<file path="src/rtl/w_74hc138_sync_if.sv">
// Port bundle for the clocked 3-to-8 decoder: enables, priority code with strobe,
// scan request, output handshake and the registered decoder outputs.
interface w_74hc138_sync_if;
    logic       G1;
    logic       G2A_n;
    logic       G2B_n;
    logic [2:0] DataIn;
    logic       GS_n;
    logic       scan;
    logic       out_ready;
    logic       in_ready;
    logic [7:0] DataOut;
    logic       out_valid;
    logic [2:0] scan_idx;

    modport master (
        output G1, G2A_n, G2B_n, DataIn, GS_n, scan, out_ready,
        input  in_ready, DataOut, out_valid, scan_idx
    );

    modport slave (
        input  G1, G2A_n, G2B_n, DataIn, GS_n, scan, out_ready,
        output in_ready, DataOut, out_valid, scan_idx
    );
endinterface

</file>
<file path="src/rtl/w_74hc138_sync.sv">
// Clocked 74HC138-style decoder: captures a complemented priority code and holds it
// until acknowledged, or free-runs a one-hot-low scan across the eight lines.
module w_74hc138_sync #(
    parameter int SCAN_DIV = 4
) (
    input logic              clk,
    input logic              rst,
    w_74hc138_sync_if.slave  bus
);
    typedef enum logic [1:0] {IDLE, HOLD, SCAN} stateType;

    localparam logic [7:0] lastCount = 8'(SCAN_DIV - 1);

    stateType   stateReg, stateNext;
    logic [7:0] dataOutReg, dataOutNext;
    logic       outValidReg, outValidNext;
    logic [2:0] scanIdxReg, scanIdxNext;
    logic [7:0] prescaleReg, prescaleNext;

    logic       enabled;
    logic       inReady;
    logic [7:0] captureLine;

    function automatic logic [7:0] lowLine(input logic [2:0] idx);
        logic [7:0] line;
        line      = 8'hFF;
        line[idx] = 1'b0;
        return line;
    endfunction

    assign enabled = bus.G1 & ~bus.G2A_n & ~bus.G2B_n;
    assign inReady = (stateReg == IDLE) & enabled & ~bus.scan & ~rst;

    // The incoming code is complemented, so line gi is selected when ~DataIn == gi.
    genvar gi;
    generate
        for (gi = 0; gi < 8; gi++) begin : genCapture
            assign captureLine[gi] = (~bus.DataIn != 3'(gi));
        end
    endgenerate

    always_comb begin
        stateNext    = stateReg;
        dataOutNext  = dataOutReg;
        outValidNext = outValidReg;
        scanIdxNext  = scanIdxReg;
        prescaleNext = prescaleReg;
        case (stateReg)
            IDLE: begin
                dataOutNext  = 8'hFF;
                outValidNext = 1'b0;
                if (enabled & bus.scan) begin
                    stateNext    = SCAN;
                    scanIdxNext  = 3'd0;
                    prescaleNext = 8'd0;
                    dataOutNext  = lowLine(3'd0);
                end else if (inReady & ~bus.GS_n) begin
                    stateNext    = HOLD;
                    dataOutNext  = captureLine;
                    outValidNext = 1'b1;
                end
            end
            HOLD: begin
                if (~enabled | bus.out_ready) begin
                    stateNext    = IDLE;
                    dataOutNext  = 8'hFF;
                    outValidNext = 1'b0;
                end
            end
            SCAN: begin
                outValidNext = 1'b0;
                if (~enabled | ~bus.scan) begin
                    // scan_idx deliberately keeps its last position on exit
                    stateNext   = IDLE;
                    dataOutNext = 8'hFF;
                end else if (prescaleReg == lastCount) begin
                    prescaleNext = 8'd0;
                    scanIdxNext  = scanIdxReg + 3'd1;
                    dataOutNext  = lowLine(scanIdxReg + 3'd1);
                end else begin
                    prescaleNext = prescaleReg + 8'd1;
                end
            end
            default: begin
                stateNext    = IDLE;
                dataOutNext  = 8'hFF;
                outValidNext = 1'b0;
            end
        endcase
    end

    always_ff @(posedge clk) begin
        if (rst) begin
            stateReg    <= IDLE;
            dataOutReg  <= 8'hFF;
            outValidReg <= 1'b0;
            scanIdxReg  <= 3'd0;
            prescaleReg <= 8'd0;
        end else begin
            stateReg    <= stateNext;
            dataOutReg  <= dataOutNext;
            outValidReg <= outValidNext;
            scanIdxReg  <= scanIdxNext;
            prescaleReg <= prescaleNext;
        end
    end

    assign bus.in_ready  = inReady;
    assign bus.DataOut   = dataOutReg;
    assign bus.out_valid = outValidReg;
    assign bus.scan_idx  = scanIdxReg;
endmodule

</file>
<file path="src/flat_wrapper.sv">
// flat-port wrapper written by rule: the top's interface ports become plain ports
module w_74hc138_sync_flat 
#(
    parameter int SCAN_DIV = 4
)
  (clk, rst, bus_G1, bus_G2A_n, bus_G2B_n, bus_DataIn, bus_GS_n, bus_scan, bus_out_ready, bus_in_ready, bus_DataOut, bus_out_valid, bus_scan_idx);
  w_74hc138_sync_if bus_i ();
  input logic clk;
  input logic rst;
  input wire logic [$bits(bus_i.G1)-1:0] bus_G1;
  input wire logic [$bits(bus_i.G2A_n)-1:0] bus_G2A_n;
  input wire logic [$bits(bus_i.G2B_n)-1:0] bus_G2B_n;
  input wire logic [$bits(bus_i.DataIn)-1:0] bus_DataIn;
  input wire logic [$bits(bus_i.GS_n)-1:0] bus_GS_n;
  input wire logic [$bits(bus_i.scan)-1:0] bus_scan;
  input wire logic [$bits(bus_i.out_ready)-1:0] bus_out_ready;
  output wire logic [$bits(bus_i.in_ready)-1:0] bus_in_ready;
  output wire logic [$bits(bus_i.DataOut)-1:0] bus_DataOut;
  output wire logic [$bits(bus_i.out_valid)-1:0] bus_out_valid;
  output wire logic [$bits(bus_i.scan_idx)-1:0] bus_scan_idx;
  assign bus_i.G1 = bus_G1;
  assign bus_i.G2A_n = bus_G2A_n;
  assign bus_i.G2B_n = bus_G2B_n;
  assign bus_i.DataIn = bus_DataIn;
  assign bus_i.GS_n = bus_GS_n;
  assign bus_i.scan = bus_scan;
  assign bus_i.out_ready = bus_out_ready;
  assign bus_in_ready = bus_i.in_ready;
  assign bus_DataOut = bus_i.DataOut;
  assign bus_out_valid = bus_i.out_valid;
  assign bus_scan_idx = bus_i.scan_idx;
  w_74hc138_sync #(.SCAN_DIV(SCAN_DIV)) u_core (.clk(clk), .rst(rst), .bus(bus_i));
endmodule
</file>
<file path="config.mk">
export PLATFORM = sky130hd
export DESIGN_NAME = w_74hc138_sync_flat
export DESIGN_NICKNAME = d
export VERILOG_FILES = /design/src/rtl/w_74hc138_sync_if.sv /design/src/rtl/w_74hc138_sync.sv /design/src/flat_wrapper.sv
export SDC_FILE = /design/constraint.sdc
export NUM_CORES = 1
export LEC_CHECK = 0
export ABC_AREA = 1
export CAP_MARGIN = 20
export CORE_MARGIN = 2
export CORE_UTILIZATION = 33
export CTS_CLUSTER_SIZE = 30
export DETAILED_ROUTE_END_ITERATION = 8
export PLACE_DENSITY = 0.56
export SLEW_MARGIN = 20
export SYNTH_ARGS = -nofsm -noshare
export SYNTH_HDL_FRONTEND = slang
export SYNTH_SLANG_ARGS = --single-unit
</file>
<file path="constraint.sdc">
create_clock -name clk -period 1.6 [get_ports clk]
set_clock_uncertainty 0.1 [all_clocks]
set_input_delay 0.4 -clock clk [delete_from_list [all_inputs] [get_ports clk]]
set_output_delay 0.4 -clock clk [all_outputs]
set_load 0.01 [all_outputs]
</file>
==> results by group, run 1 <==
Logic synthesis
  – Fraction of registers with async set or reset after synthesis: 0%
  – Post-synthesis cell type count: 28
  – Cell Area, Synth: 1350 um2
  – Syn. warnings: 0
  – Most common library cells after synthesis: nand2_1 (38), dfxtp_1 (22), inv_1 (19)
  – Post-synth top area share: 32.62%
  – Largest cells by area after synthesis: dfxtp_1 (33%), nand2_1 (11%), nand3_1 (5.9%)
  – Yosys reg bits: 22
  – Most frequent cell after synthesis: nand2_1
  – Mean area per synthesized cell: 7.377 um2
  – Ys flop type: dfxtp_1
  – Sequential area share after synthesis: 32.62%
  – Dominant cell type by area after synthesis: dfxtp_1
  – Post-synth EDFFs: 0
  – Syn nets: 196
  – Syn Inst Count: 183

Worst setup path
  – CP required: 1.10 ns
  – Kind of end point of the critical path: output port
  – Crit path arrival time: 1.02 ns
  – Max FO, Critical Path: 2
  – CP Class: primary input to output port
  – Critical Path Source Type: primary input

Clock tree
  – H-tree depth: 1
  – Worst-skew pair later-pin latency: 0.27 ns
  – CTS tree: done
  – Sink Count: 22
  – Total CTS buffers: 3
  – Clk root buf: clkbuf_8
  – Post-CTS Setup Bufs: 0
  – Hold buffers post-CTS: 0
  – Clock slew at reported path FFs: 0.08 ns
  – Max Root-Sink Buffers: 2

Cells and area
  – Area growth syn-to-layout: 36.52%
  – Share of cells above drive strength 1: 29.26%
  – Nets: 243
  – Final Instance Area: 1843 um2
  – N_diodes: 0
  – Fillcell total: 421

Job
  – Maxcap violations: 0

Timing
  – Slew HR: 81.47%
  – Setup TNS: 0 ns
  – Final worst path period need: 1.525 ns
  – Final Hold Vio Count: 0
  – Final Max Tran Viols: 0
  – Worst slew pin tran: 0.2776 ns
  – Final setup margin: 0.07530 ns
  – Final period util: 95.29%
  – Setup violators final: 0
  – RSZ-0062 raised after global routing: true
  – Max Freq: 655.9 MHz

Die
  – CORE AREA: 3971 um2
  – Starting Density: 33.99%
  – Row cnt: 23
  – Die Footprint: 4619 um2
  – Die Width: 67.96 um
  – Die height: 67.96 um
  – IO Pins: 24

Global route
  – Largest net degree at the start of global routing: 16
  – Vias in the first global route: 1077
  – First-pass GRT wire length: 4774 um
  – Total global routing overflow: 0
  – Antenna violations before repair: 0
  – GRT Util Overall: 13.80%

Detailed routing
  – DRT iter0 DRCs: 38
  – Via count: 1235
  – Vias/cell: 4.427
  – # DRC: 0
  – Final wirelength: 2898 um
  – Drt wl/cell: 10.39 um
  – Initial DRT Pass Iterations: 4
  – Detail Route Antenna Nets: 0

Placed design
  – Dpl hpwl: 2267 um
  – GP Congestion: 0.7714
  – PortBufs: 23
  – Area after DPL: 1794 um2
  – Dpl ws: -0.6152 ns

Status
  – Result of the run: completed

Power
  – Max VDD drop: 438.7 uV
  – PwrDens: 594.1 nW/um2
  – Lkg Pwr: 0.8364 nW

Min path
  – Hold Path Class: flop to flop
layout by cell type (no fill, tap or decap), types with 4 or more instances in the layout:
cell type	n
nand2_2	5
dlygate4sd2_1	15
inv_1	19
nor2_1	17
nand3_2	7
buf_4	21
clkbuf_8	4
inv_2	6
nand3_1	16
clkdlybuf4s50_1	5
nor2_4	5
nand2_1	37
a21oi_1	15
dfxtp_1	20
o21ai_0	7
nor2_2	4
critical path, cell delays in order:
cell and delay, ns:
dlygate4sd2_1 0.25, inv_2 0.05, nand3_1 0.08, nor3_2 0.10
buf_2 0.15
repair_timing:
item | in CTS | in global routing
gates resized for setup | 22 | 6
pin swaps | 1 | 2
setup endpoints to repair | 29 | 5
layout make-up:
type	count	area (um2)	area share, %
inverter	27	116.4	6.314
tap	50	62.56	3.394
multi-input combinational	131	782.0	42.43
sequential	22	442.9	24.03
timing repair buffer	45	384.1	20.84
clock buffer	4	55.05	2.987
stage by stage:
| step | hold WS (ns) | utilization [%] | cells | total power (W) |
|---|---|---|---|---|
| 6_report | 0.3559 | 46.41 | 279 | 0.001095 |
| 5_1_grt | 0.3948 | 46.41 | 279 | 0.001157 |
| 4_1_cts | 0.3622 | 45.94 | 279 | 0.001114 |
| 3_5_place_dp | 0.3461 | 45.18 | 275 | 0.0006999 |
| 3_3_place_gp | 0.3444 | 45.18 | 275 | 0.0006992 |
| 2_1_floorplan | 0.3558 | - | 183 | 0.0006275 |
kinds of logic (layout without fill, tap and decap cells):
family	Yosys count	after routing	share of synthesized area [%]
and+or+nand+nor	103	103	43.74
buffers and inverters	30	76	10.57
AOI/OAI and AO/OA	24	24	9.917
DFF	22	22	32.62
adders and majority gates	2	2	1.853
xor gates and xnor gates	2	2	1.298
final timing paths:
path / from / end / slack, ns / cells after the start
setup / recovery: bus_G2B_n / bus_in_ready / 0.08 / 5
hold / removal: u_core.bus.DataOut[2]$_SDFFE_PP1P_ / u_core.bus.DataOut[2]$_SDFFE_PP1P_ / 0.36 / 2
setup reg to reg: u_core.bus.scan_idx[1]$_SDFFE_PP0P_ / u_core.bus.DataOut[7]$_SDFFE_PP1P_ / 0.15 / 7
hold reg to reg: u_core.bus.DataOut[2]$_SDFFE_PP1P_ / u_core.bus.DataOut[2]$_SDFFE_PP1P_ / 0.36 / 2
state kept, by name, summed over array words and instances, names as in the netlist:
register / flops
u_core.bus.DataOut: 8
u_core.prescaleReg: 8
u_core.bus.scan_idx: 3
u_core.stateReg: 2
u_core.bus.out_valid: 1
layer usage:
| layer | routed length [um] | vias up | track usage [%] |
|---|---|---|---|
| li1 | - | 677 | - |
| met1 | 1450 | 539 | 17.56 |
| met2 | 1330 | 17 | 22.69 |
| met3 | 89 | 2 | 3.947 |
| met4 | 28 | 0 | 3.750 |
| met5 | 0 | - | 0 |
where the power goes:
part / total, W / switching, W / internal [W]
clock network: 0.000414 / 0.000194 / 0.000220
logic: 0.000126 / 0.0000657 / 0.0000603
registers: 0.000555 / 0.00000377 / 0.000552
total: 0.00109 / 0.000263 / 0.000832
(Power assumes the default switching activity.)
==> run 2, diff against run 1 <==
--- a/config.mk
+++ b/config.mk
@@ -11,6 +11,7 @@
 export CORE_UTILIZATION = 33
 export CTS_CLUSTER_SIZE = 30
 export DETAILED_ROUTE_END_ITERATION = 8
+export GPL_ROUTABILITY_DRIVEN = 1
 export PLACE_DENSITY = 0.56
 export SLEW_MARGIN = 20
 export SYNTH_ARGS = -nofsm -noshare
==> constraint.sdc (replaced) <==
create_clock -name clk -period 1.6 [get_ports clk]
set_clock_uncertainty 0.1 [all_clocks]
set_input_delay 0.4 -clock clk [delete_from_list [all_inputs] [get_ports clk]]
set_output_delay 0.4 -clock clk [all_outputs]
set_load 0.05 [all_outputs]
==> run 2 against run 1 <==
Net effect:
- sequential share of layout area decreased by 2.3 points
- via count increased by 2.8%
- clock-buffer cell count down 1
- largest power group unchanged
- utilization up 6.0 points
- clock power is 15% lower
- highest routed layer unchanged
==> results by group, run 2 (same netlist as run 1, synthesis figures left out) <==
Status
  – Result of the run: completed

Cells and area
  – Commonest cells after routing, fill and taps aside: nand2_1 (37), buf_4 (31), inv_1 (17), dfxtp_1 (17), nor2_1 (16)
  – Commonest non-fill, non-tap cell in the layout: nand2_1
  – Fillcell total: 385
  – Area growth syn-to-layout: 54.12%
  – Share of cells above drive strength 1: 42.44%
  – N_diodes: 0
  – Nets: 253
  – Fin cells: 288

Clock tree
  – Total CTS buffers: 3
  – CTS tree: done
  – H-tree depth: 1
  – Max Root-Sink Buffers: 2
  – Clk root buf: clkbuf_8
  – Clock slew at reported path FFs: 0.08 ns
  – Sink Count: 22
  – Worst-skew pair later-pin latency: 0.26 ns
  – Hold buffers post-CTS: 0

Detailed routing
  – Via count: 1269
  – # DRC: 0
  – Vias/cell: 4.406
  – Detail Route Antenna Nets: 0
  – DRT iter0 DRCs: 67
  – Initial DRT Pass Iterations: 4
  – Drt wl/cell: 10.64 um
  – Final wirelength: 3063 um

Placed design
  – Dpl ws: -0.3408 ns
  – Placed Cells: 276
  – PortBufs: 23
  – Dpl hpwl: 2323 um
  – GP Congestion: 0.7894

Timing
  – Setup violators final: 0
  – Final Hold Vio Count: 0
  – Hold slack final: 0.3811 ns
  – Max Freq: 648.5 MHz
  – Final Max Tran Viols: 0
  – RSZ-0062 raised after global routing: true
  – Setup TNS: 0 ns
  – Final worst path period need: 1.542 ns
  – Worst slew pin tran: 0.2114 ns
  – Final period util: 96.37%
  – Final setup margin: 0.05809 ns
  – Slew HR: 85.80%

Die
  – Die Width: 67.96 um
  – IO Pins: 24
  – Row cnt: 23
  – Starting Density: 33.99%
  – Die Footprint: 4619 um2
  – CORE AREA: 3971 um2
  – Die height: 67.96 um

Min path
  – Hold path cells: 2
  – Hold_sp: u_core.prescaleReg[1]$_SDFFE_PP0P_
  – Worst Hold End: u_core.prescaleReg[1]$_SDFFE_PP0P_
  – Hold Path Class: flop to flop

Worst setup path
  – R2r endpoint: u_core.bus.DataOut[7]$_SDFFE_PP1P_
  – Max FO, Critical Path: 2
  – Worst R2R Start: u_core.stateReg[0]$_SDFFE_PP0P_
  – Worst reg2reg path depth: 9
  – R2r setup slk: 0.14 ns
  – CP Class: flop to output port
  – Crit path arrival time: 1.04 ns
  – Critical Path Source Type: flop
  – CP required: 1.10 ns
  – Kind of end point of the critical path: output port

Power
  – Lkg Pwr: 0.9532 nW
  – PwrDens: 512.0 nW/um2
  – Max VDD drop: 412.6 uV

Global route
  – GRT Util Overall: 15.25%
  – First-pass GRT wire length: 5395 um
  – Total global routing overflow: 0
  – Vias in the first global route: 1225
  – Antenna violations before repair: 0
  – Largest net degree at the start of global routing: 16

Job
  – Maxcap violations: 0
## run 2: cell count changes in the layout (fill, tap and decap cells not counted), sizes merged
cell,previous run,this run
clkbuf,4,6
buf,23,47
clkdlybuf4s15,2,0
dlygate4sd2,15,0
## run 2: repair_timing
| action | CTS | global route |
|---|---|---|
| pin swaps | 4 | 2 |
| gates resized for setup | 23 | 11 |
| setup buffers | 9 | 0 |
| setup endpoints to repair | 13 | 4 |
| hold endpoints to repair | 0 | 0 |
## run 2: worst max-delay path by stage
| stage | startpoint | end | slack (ns) |
|---|---|---|---|
| after floorplan | rst | bus_in_ready | -0.04 |
| final | u_core.stateReg[0]$_SDFFE_PP0P_ | bus_in_ready | 0.06 |
| after global placement | bus_scan | bus_in_ready | -0.31 |
| after detailed placement | bus_G1 | bus_in_ready | -0.34 |
| after global routing | u_core.stateReg[0]$_SDFFE_PP0P_ | u_core.bus.DataOut[7]$_SDFFE_PP1P_ | -0.003 |
| after CTS | u_core.stateReg[0]$_SDFFE_PP0P_ | bus_in_ready | -0.02 |
## run 2: cell type report
| cell class | instances | area, um2 | share of cell area (%) |
|---|---|---|---|
| Multi-Input combinational cell | 131 | 815.8 | 39.21 |
| Timing Repair Buffer | 55 | 588.1 | 28.26 |
| Sequential cell | 22 | 451.7 | 21.71 |
| Inverter | 27 | 121.4 | 5.833 |
| Tap cell | 50 | 62.56 | 3.007 |
| Clock buffer | 3 | 41.29 | 1.984 |
## run 2: critical path, stage by stage, from the launching register on
cell,delay (ns)
dfxtp_4,0.37
inv_6,0.05
nand2_4,0.05
nor3_4,0.15
buf_12,0.16
## run 2: report_power, final
part           switching [W]  internal, W  total, W  leakage (nW)
Clock               0.000182     0.000168  0.000350        0.0216
Combinational      0.0000863    0.0000753  0.000162         0.751
Sequential        0.00000516     0.000549  0.000554         0.181
## run 2: per-stage QoR
| stage | util [%] | total power [W] | area, um2 |
|---|---|---|---|
| after CTS | 52.52 | 0.001088 | 2086 |
| after global placement | 48.99 | 0.0007199 | 1946 |
| after detailed placement | 48.99 | 0.0007207 | 1946 |
| after floorplan | - | 0.0006427 | 1364 |
| after global routing | 52.39 | 0.001120 | 2081 |
| final | 52.39 | 0.001065 | 2081 |
## run 2: per-layer routing
metal	global-route usage (%)	vias up	wire, um
met5	0	-	0
met4	3.000	0	25
met3	3.454	2	90
met2	25.73	16	1462
met1	19.92	555	1484
li1	-	696	-
==> run 3, diff against run 2 <==
--- a/config.mk
+++ b/config.mk
@@ -7,6 +7,7 @@
 export LEC_CHECK = 0
 export ABC_AREA = 1
 export CAP_MARGIN = 20
+export CORE_ASPECT_RATIO = 1.2
 export CORE_MARGIN = 2
 export CORE_UTILIZATION = 33
 export CTS_CLUSTER_SIZE = 30
==> run 3 against run 2 <==
Net effect:
- sequential share of layout area down 0.29 points
- register-to-register slack worse by 0.05 ns
- non-clock buffer count unchanged
- clock power up 19%
- sequential power about the same
- critical path depth unchanged
- clock-buffer cell count up 1
- highest routed layer unchanged
==> results by group, run 3 (same netlist as run 1, synthesis figures left out) <==
Die
  – IO Pins: 24
  – Row cnt: 25
  – Die Width: 62.39 um
  – Die height: 74.07 um
  – CORE AREA: 3941 um2
  – Starting Density: 34.25%
  – Die Footprint: 4621 um2

Worst setup path
  – Critical Path Source Type: flop
  – Worst R2R Start: u_core.stateReg[1]$_SDFFE_PP0P_
  – CP required: 1.10 ns
  – Worst setup path start: u_core.stateReg[1]$_SDFFE_PP0P_
  – Crit path arrival time: 1.05 ns
  – CP max stage delay: 0.36 ns
  – CP Cell Sequence: inv_4 -> nand2_4 -> nor3_4 -> buf_12
  – Kind of end point of the critical path: output port
  – CP Class: flop to output port
  – Slowest-stage cell, CP: dfxtp_4
  – Crit path buffers/inverters: 2
  – Max FO, Critical Path: 2
  – CP delay by family, top: flip-flops

Timing
  – Final worst path period need: 1.552 ns
  – Setup violators final: 0
  – Worst slew pin tran: 0.2324 ns
  – Slew HR: 84.39%
  – Final setup margin: 0.04786 ns
  – Max Freq: 644.3 MHz
  – Final Max Tran Viols: 0
  – Final Hold Vio Count: 0
  – Final period util: 97.01%

Detailed routing
  – Drt wl/cell: 10.99 um
  – Initial DRT Pass Iterations: 4
  – DRT iter0 DRCs: 22
  – Vias/cell: 4.505
  – Via count: 1320
  – Final wirelength: 3219 um
  – Routed wl met3: 108 um
  – Met2 routed wirelength: 1660 um
  – Max Used Layer: met4
  – Routed met1 length: 1399 um
  – Detail Route Antenna Nets: 0
  – # DRC: 0

Cells and area
  – Commonest cells after routing, fill and taps aside: nand2_1 (37), buf_4 (31), dfxtp_1 (18)
  – Final Instance Area: 2103 um2
  – Nets: 253
  – Area of the multi-input gates: 823.3 um2
  – Commonest non-fill, non-tap cell in the layout: nand2_1
  – Area growth syn-to-layout: 55.79%
  – Storage cell area: 450.4 um2
  – Share of cells above drive strength 1: 41.84%
  – N_diodes: 0
  – Fillcell total: 402

Job
  – Maxcap violations: 0

Global route
  – Vias in the first global route: 1255
  – Total global routing overflow: 0
  – GRT Util Overall: 14.85%
  – First-pass GRT wire length: 5451 um
  – Antenna violations before repair: 0
  – Largest net degree at the start of global routing: 16

Clock tree
  – Max Root-Sink Buffers: 2
  – Worst-skew pair later-pin latency: 0.27 ns
  – Sink Count: 22
  – Hold buffers post-CTS: 0
  – H-tree depth: 1
  – CTS tree: done
  – Total CTS buffers: 3
  – Clk root buf: clkbuf_8
  – Clock slew at reported path FFs: 0.09 ns

Power
  – Power share of the clock group: 36.6%
  – Sw power: 0.0002912 W
  – Power share of the combinational group: 14.6%
  – P_int: 0.0008478 W
  – Sequential Power Share: 48.8%
  – Max VDD drop: 224.1 uV
  – Tot Pwr: 0.001139 W
  – Lkg Pwr: 0.9632 nW
  – PwrDens: 541.5 nW/um2
  – Sw Share: 25.56%

Placed design
  – GP Congestion: 0.7935
  – Dpl ws: -0.3284 ns
  – Area after DPL: 1921 um2
  – PortBufs: 23
  – Dpl hpwl: 2396 um

Min path
  – Hold_sp: u_core.prescaleReg[1]$_SDFFE_PP0P_
  – Hold Path Class: flop to flop

Status
  – Result of the run: completed
-- run 3: stage by stage --
step / hold WS (ns) / utilization, % / std cells / setup TNS (ns)
3_5_place_dp: 0.3891 / 48.73 / 276 / -5.926
2_1_floorplan: 0.3558 / - / 183 / -0.04194
4_1_cts: 0.4031 / 52.95 / 292 / -0.01828
5_1_grt: 0.4264 / 53.37 / 293 / -0.02902
6_report: 0.4037 / 53.37 / 293 / 0
3_3_place_gp: 0.3785 / 48.73 / 276 / -5.689
-- run 3: cell type report --
type	count	share of cell area [%]
well taps	54	3.212
repair buffers	55	27.96
clock buffers	4	2.617
flip-flops and latches	22	21.42
multi-input cells	131	39.14
inverters	27	5.651
-- run 3: worst register-to-register path, delay by kind of cell (launching register included) --
kind,cells,cell delay [ns]
AOI/OAI and AO/OA,1,0.18
buffers and inverters,3,0.33
DFF,1,0.36
and+or+nand+nor,6,0.45
-- run 3: path summary, 6_finish.rpt --
check	endpoint	slack, ns	depth (start not counted)
max	bus_in_ready	0.05	4
min	u_core.prescaleReg[1]$_SDFFE_PP0P_	0.40	2
min reg2reg	u_core.prescaleReg[1]$_SDFFE_PP0P_	0.40	2
max reg2reg	u_core.bus.DataOut[0]$_SDFFE_PP1P_	0.09	10
-- run 3: timing repair --
item	CTS	global route
setup buffers	12	1
resized for setup	18	15
pin swaps	4	6
endpoints found under the setup margin	10	18
-- run 3: routing by layer --
metal | up-vias | global-route usage [%]
met3 | 5 | 2.723
met2 | 22 | 27.78
li1 | 695 | -
met1 | 598 | 17.04
met4 | 0 | 5.926
met5 | - | 0
-- run 3: power by group through the flow --
stage	clock, W	sequential [W]	combinational (W)
2_1_floorplan	0	0.000582	0.0000608
3_3_place_gp	0	0.000571	0.000146
3_5_place_dp	0	0.000571	0.000147
4_1_cts	0.000431	0.000555	0.000160
5_1_grt	0.000450	0.000556	0.000181
6_report	0.000417	0.000555	0.000167
==> edit (config.mk and constraints of run 1) <==
Reset style: asynchronous (`rst`), changed in one clocked block.
--- a/src/rtl/w_74hc138_sync.sv
+++ b/src/rtl/w_74hc138_sync.sv
@@ -89,7 +89,7 @@
         endcase
     end
 
-    always_ff @(posedge clk) begin
+    always_ff @(posedge clk or posedge rst) begin
         if (rst) begin
             stateReg    <= IDLE;
             dataOutReg  <= 8'hFF;
Function: differs if rst is asserted again (counterexample within 4 cycles, from zero or initial values and one cycle with rst high); with rst held inactive, the same outputs for 10 cycles.
==> edit against run 1 <==
  * Setup slack worse by 0.14 ns
  * Sequential cell count stayed put
  * First-iteration DRC count is 39% higher
  * Wire length is 21% higher
  * Sequential share of layout area is 3.7 points higher
  * Design area is 9.7% higher
  * Area after synthesis is 0.56% higher
  * Via count is 11% higher
  * The flow now finishes with violations (negative setup slack)
Power is not compared: it rests on default switching activity, and its combinational part moved more than twofold at a synthesized area within 25%.
==> edit: results <==
[outcome]
outcome = "finished, violations left"
violations = "negative setup slack"

[grt]
grt_pass1_wl_mm = 5.91
grt_max_degree = 23
track_usage_pct = 16.8

[logic_synthesis]
synth-async-reset-ratio_pct = 100
synth.distinct_cells = 24
yosys-top-cells-area = "dfrtp_1 26%, dfstp_2 15%, nand2_1 11%"
syn_nets = 193
yosysSeqAreaShare_pct = 41.3
yosys-top-cells-count = "40 x nand2_1, 28 x nand3_1, 20 x inv_1"
syn_area_per_cell_um2 = 7.54

[drt]
routed_wl_mm = 3.52
drt_iter0_drc = 53
via_per_inst = 4.76

[worst_hold_path]
hold_class = "in2async"

[power_and_ir_drop]
peakVddDrop_uv = 422

[placed_design]
placed_cell_area_um2 = 1830
port_buffers = 23
place.gp.congestion = 0.890

[sta]
whs_ns = 0.231
setup_ws_ns = -0.0614
setup_viol = 1
finalSetupTns_ns = -0.0614

[finish]
n_fill_cell = 394
nets = 251

[critical_path]
cp_data_arrival_time_ns = 1.16
rrSetupSlack_ns = 0.07
## edit: cell types whose count changed after synthesis, moves of 3 or more
cell,delta
nand3_1,+12
dfstp_2,+8
nand3_2,-4
nor2_4,-3
dfxtp_1,-22
dfrtp_1,+14
o21ai_1,+5
a21oi_1,-12
## edit: what timing repair did
action | CTS | global route
endpoints found under the setup margin | 33 | 21
gates resized for setup | 30 | 21
gates cloned | 0 | 0
setup buffers | 4 | 3
pin swaps | 7 | 7
## edit: worst paths after layout
kind,start,end,cells past startpoint
min reg2reg,u_core.bus.out_valid,u_core.bus.out_valid,2
max reg2reg,u_core.bus.scan_idx[0],u_core.bus.DataOut[0],8
max,bus_scan,bus_in_ready,5
max in group asynchronous,rst,u_core.bus.DataOut[5],3
min in group clk,u_core.bus.out_valid,u_core.bus.out_valid,2
min,rst,u_core.stateReg[0],3
## edit: power by group through the flow
| stage | Combinational, uW | Sequential (uW) | Clock, uW |
|---|---|---|---|
| detailed placement | 477 | 698 | 0 |
| finish | 517 | 685 | 528 |
| global placement | 473 | 696 | 0 |
| floorplan | 251 | 703 | 0 |
| CTS | 486 | 686 | 546 |
| global route | 579 | 693 | 567 |
## edit: through the flow
step	setup slack (ns)	utilization, %
6_report	-0.0614	50.9
5_1_grt	-0.116	50.9
4_1_cts	-0.141	48.6
3_5_place_dp	-0.786	46.1
3_3_place_gp	-0.743	46.1
2_1_floorplan	0.0137	-
## edit: per-layer routing
| metal | GRT usage (%) | vias up | share of wire [%] | routed length [um] |
|---|---|---|---|---|
| met3 | 3.45 | 6 | 4.5 | 159 |
| met4 | 5.75 | 0 | 1.2 | 43 |
| li1 | - | 700 | - | - |
| met2 | 25.2 | 29 | 48 | 1690 |
| met1 | 23.8 | 632 | 46 | 1620 |
| met5 | 0 | - | 0 | 0 |
## edit: layout make-up
cell class | count | share of cell area (%)
Clock buffer | 3 | 2.04
Clock inverter | 1 | 1.49
Inverter | 24 | 4.76
Multi-Input combinational cell | 133 | 38.5
Sequential cell | 22 | 27.7
Tap cell | 50 | 3.09
Timing Repair Buffer | 54 | 22.4
## edit: worst max-delay path, delay by kind of cell
family                 cells  cell delay, ns
buffers and inverters      3            0.50
and+or+nand+nor            2            0.26
## edit: logic make-up after synthesis
group | synth area share [%]
AO/OA/AOI/OAI | 7.56
adder cells (fa/ha/maj) | 1.84
buffers and inverters | 7.46
flip-flops | 41.3
AND/OR/NAND/NOR | 41.8
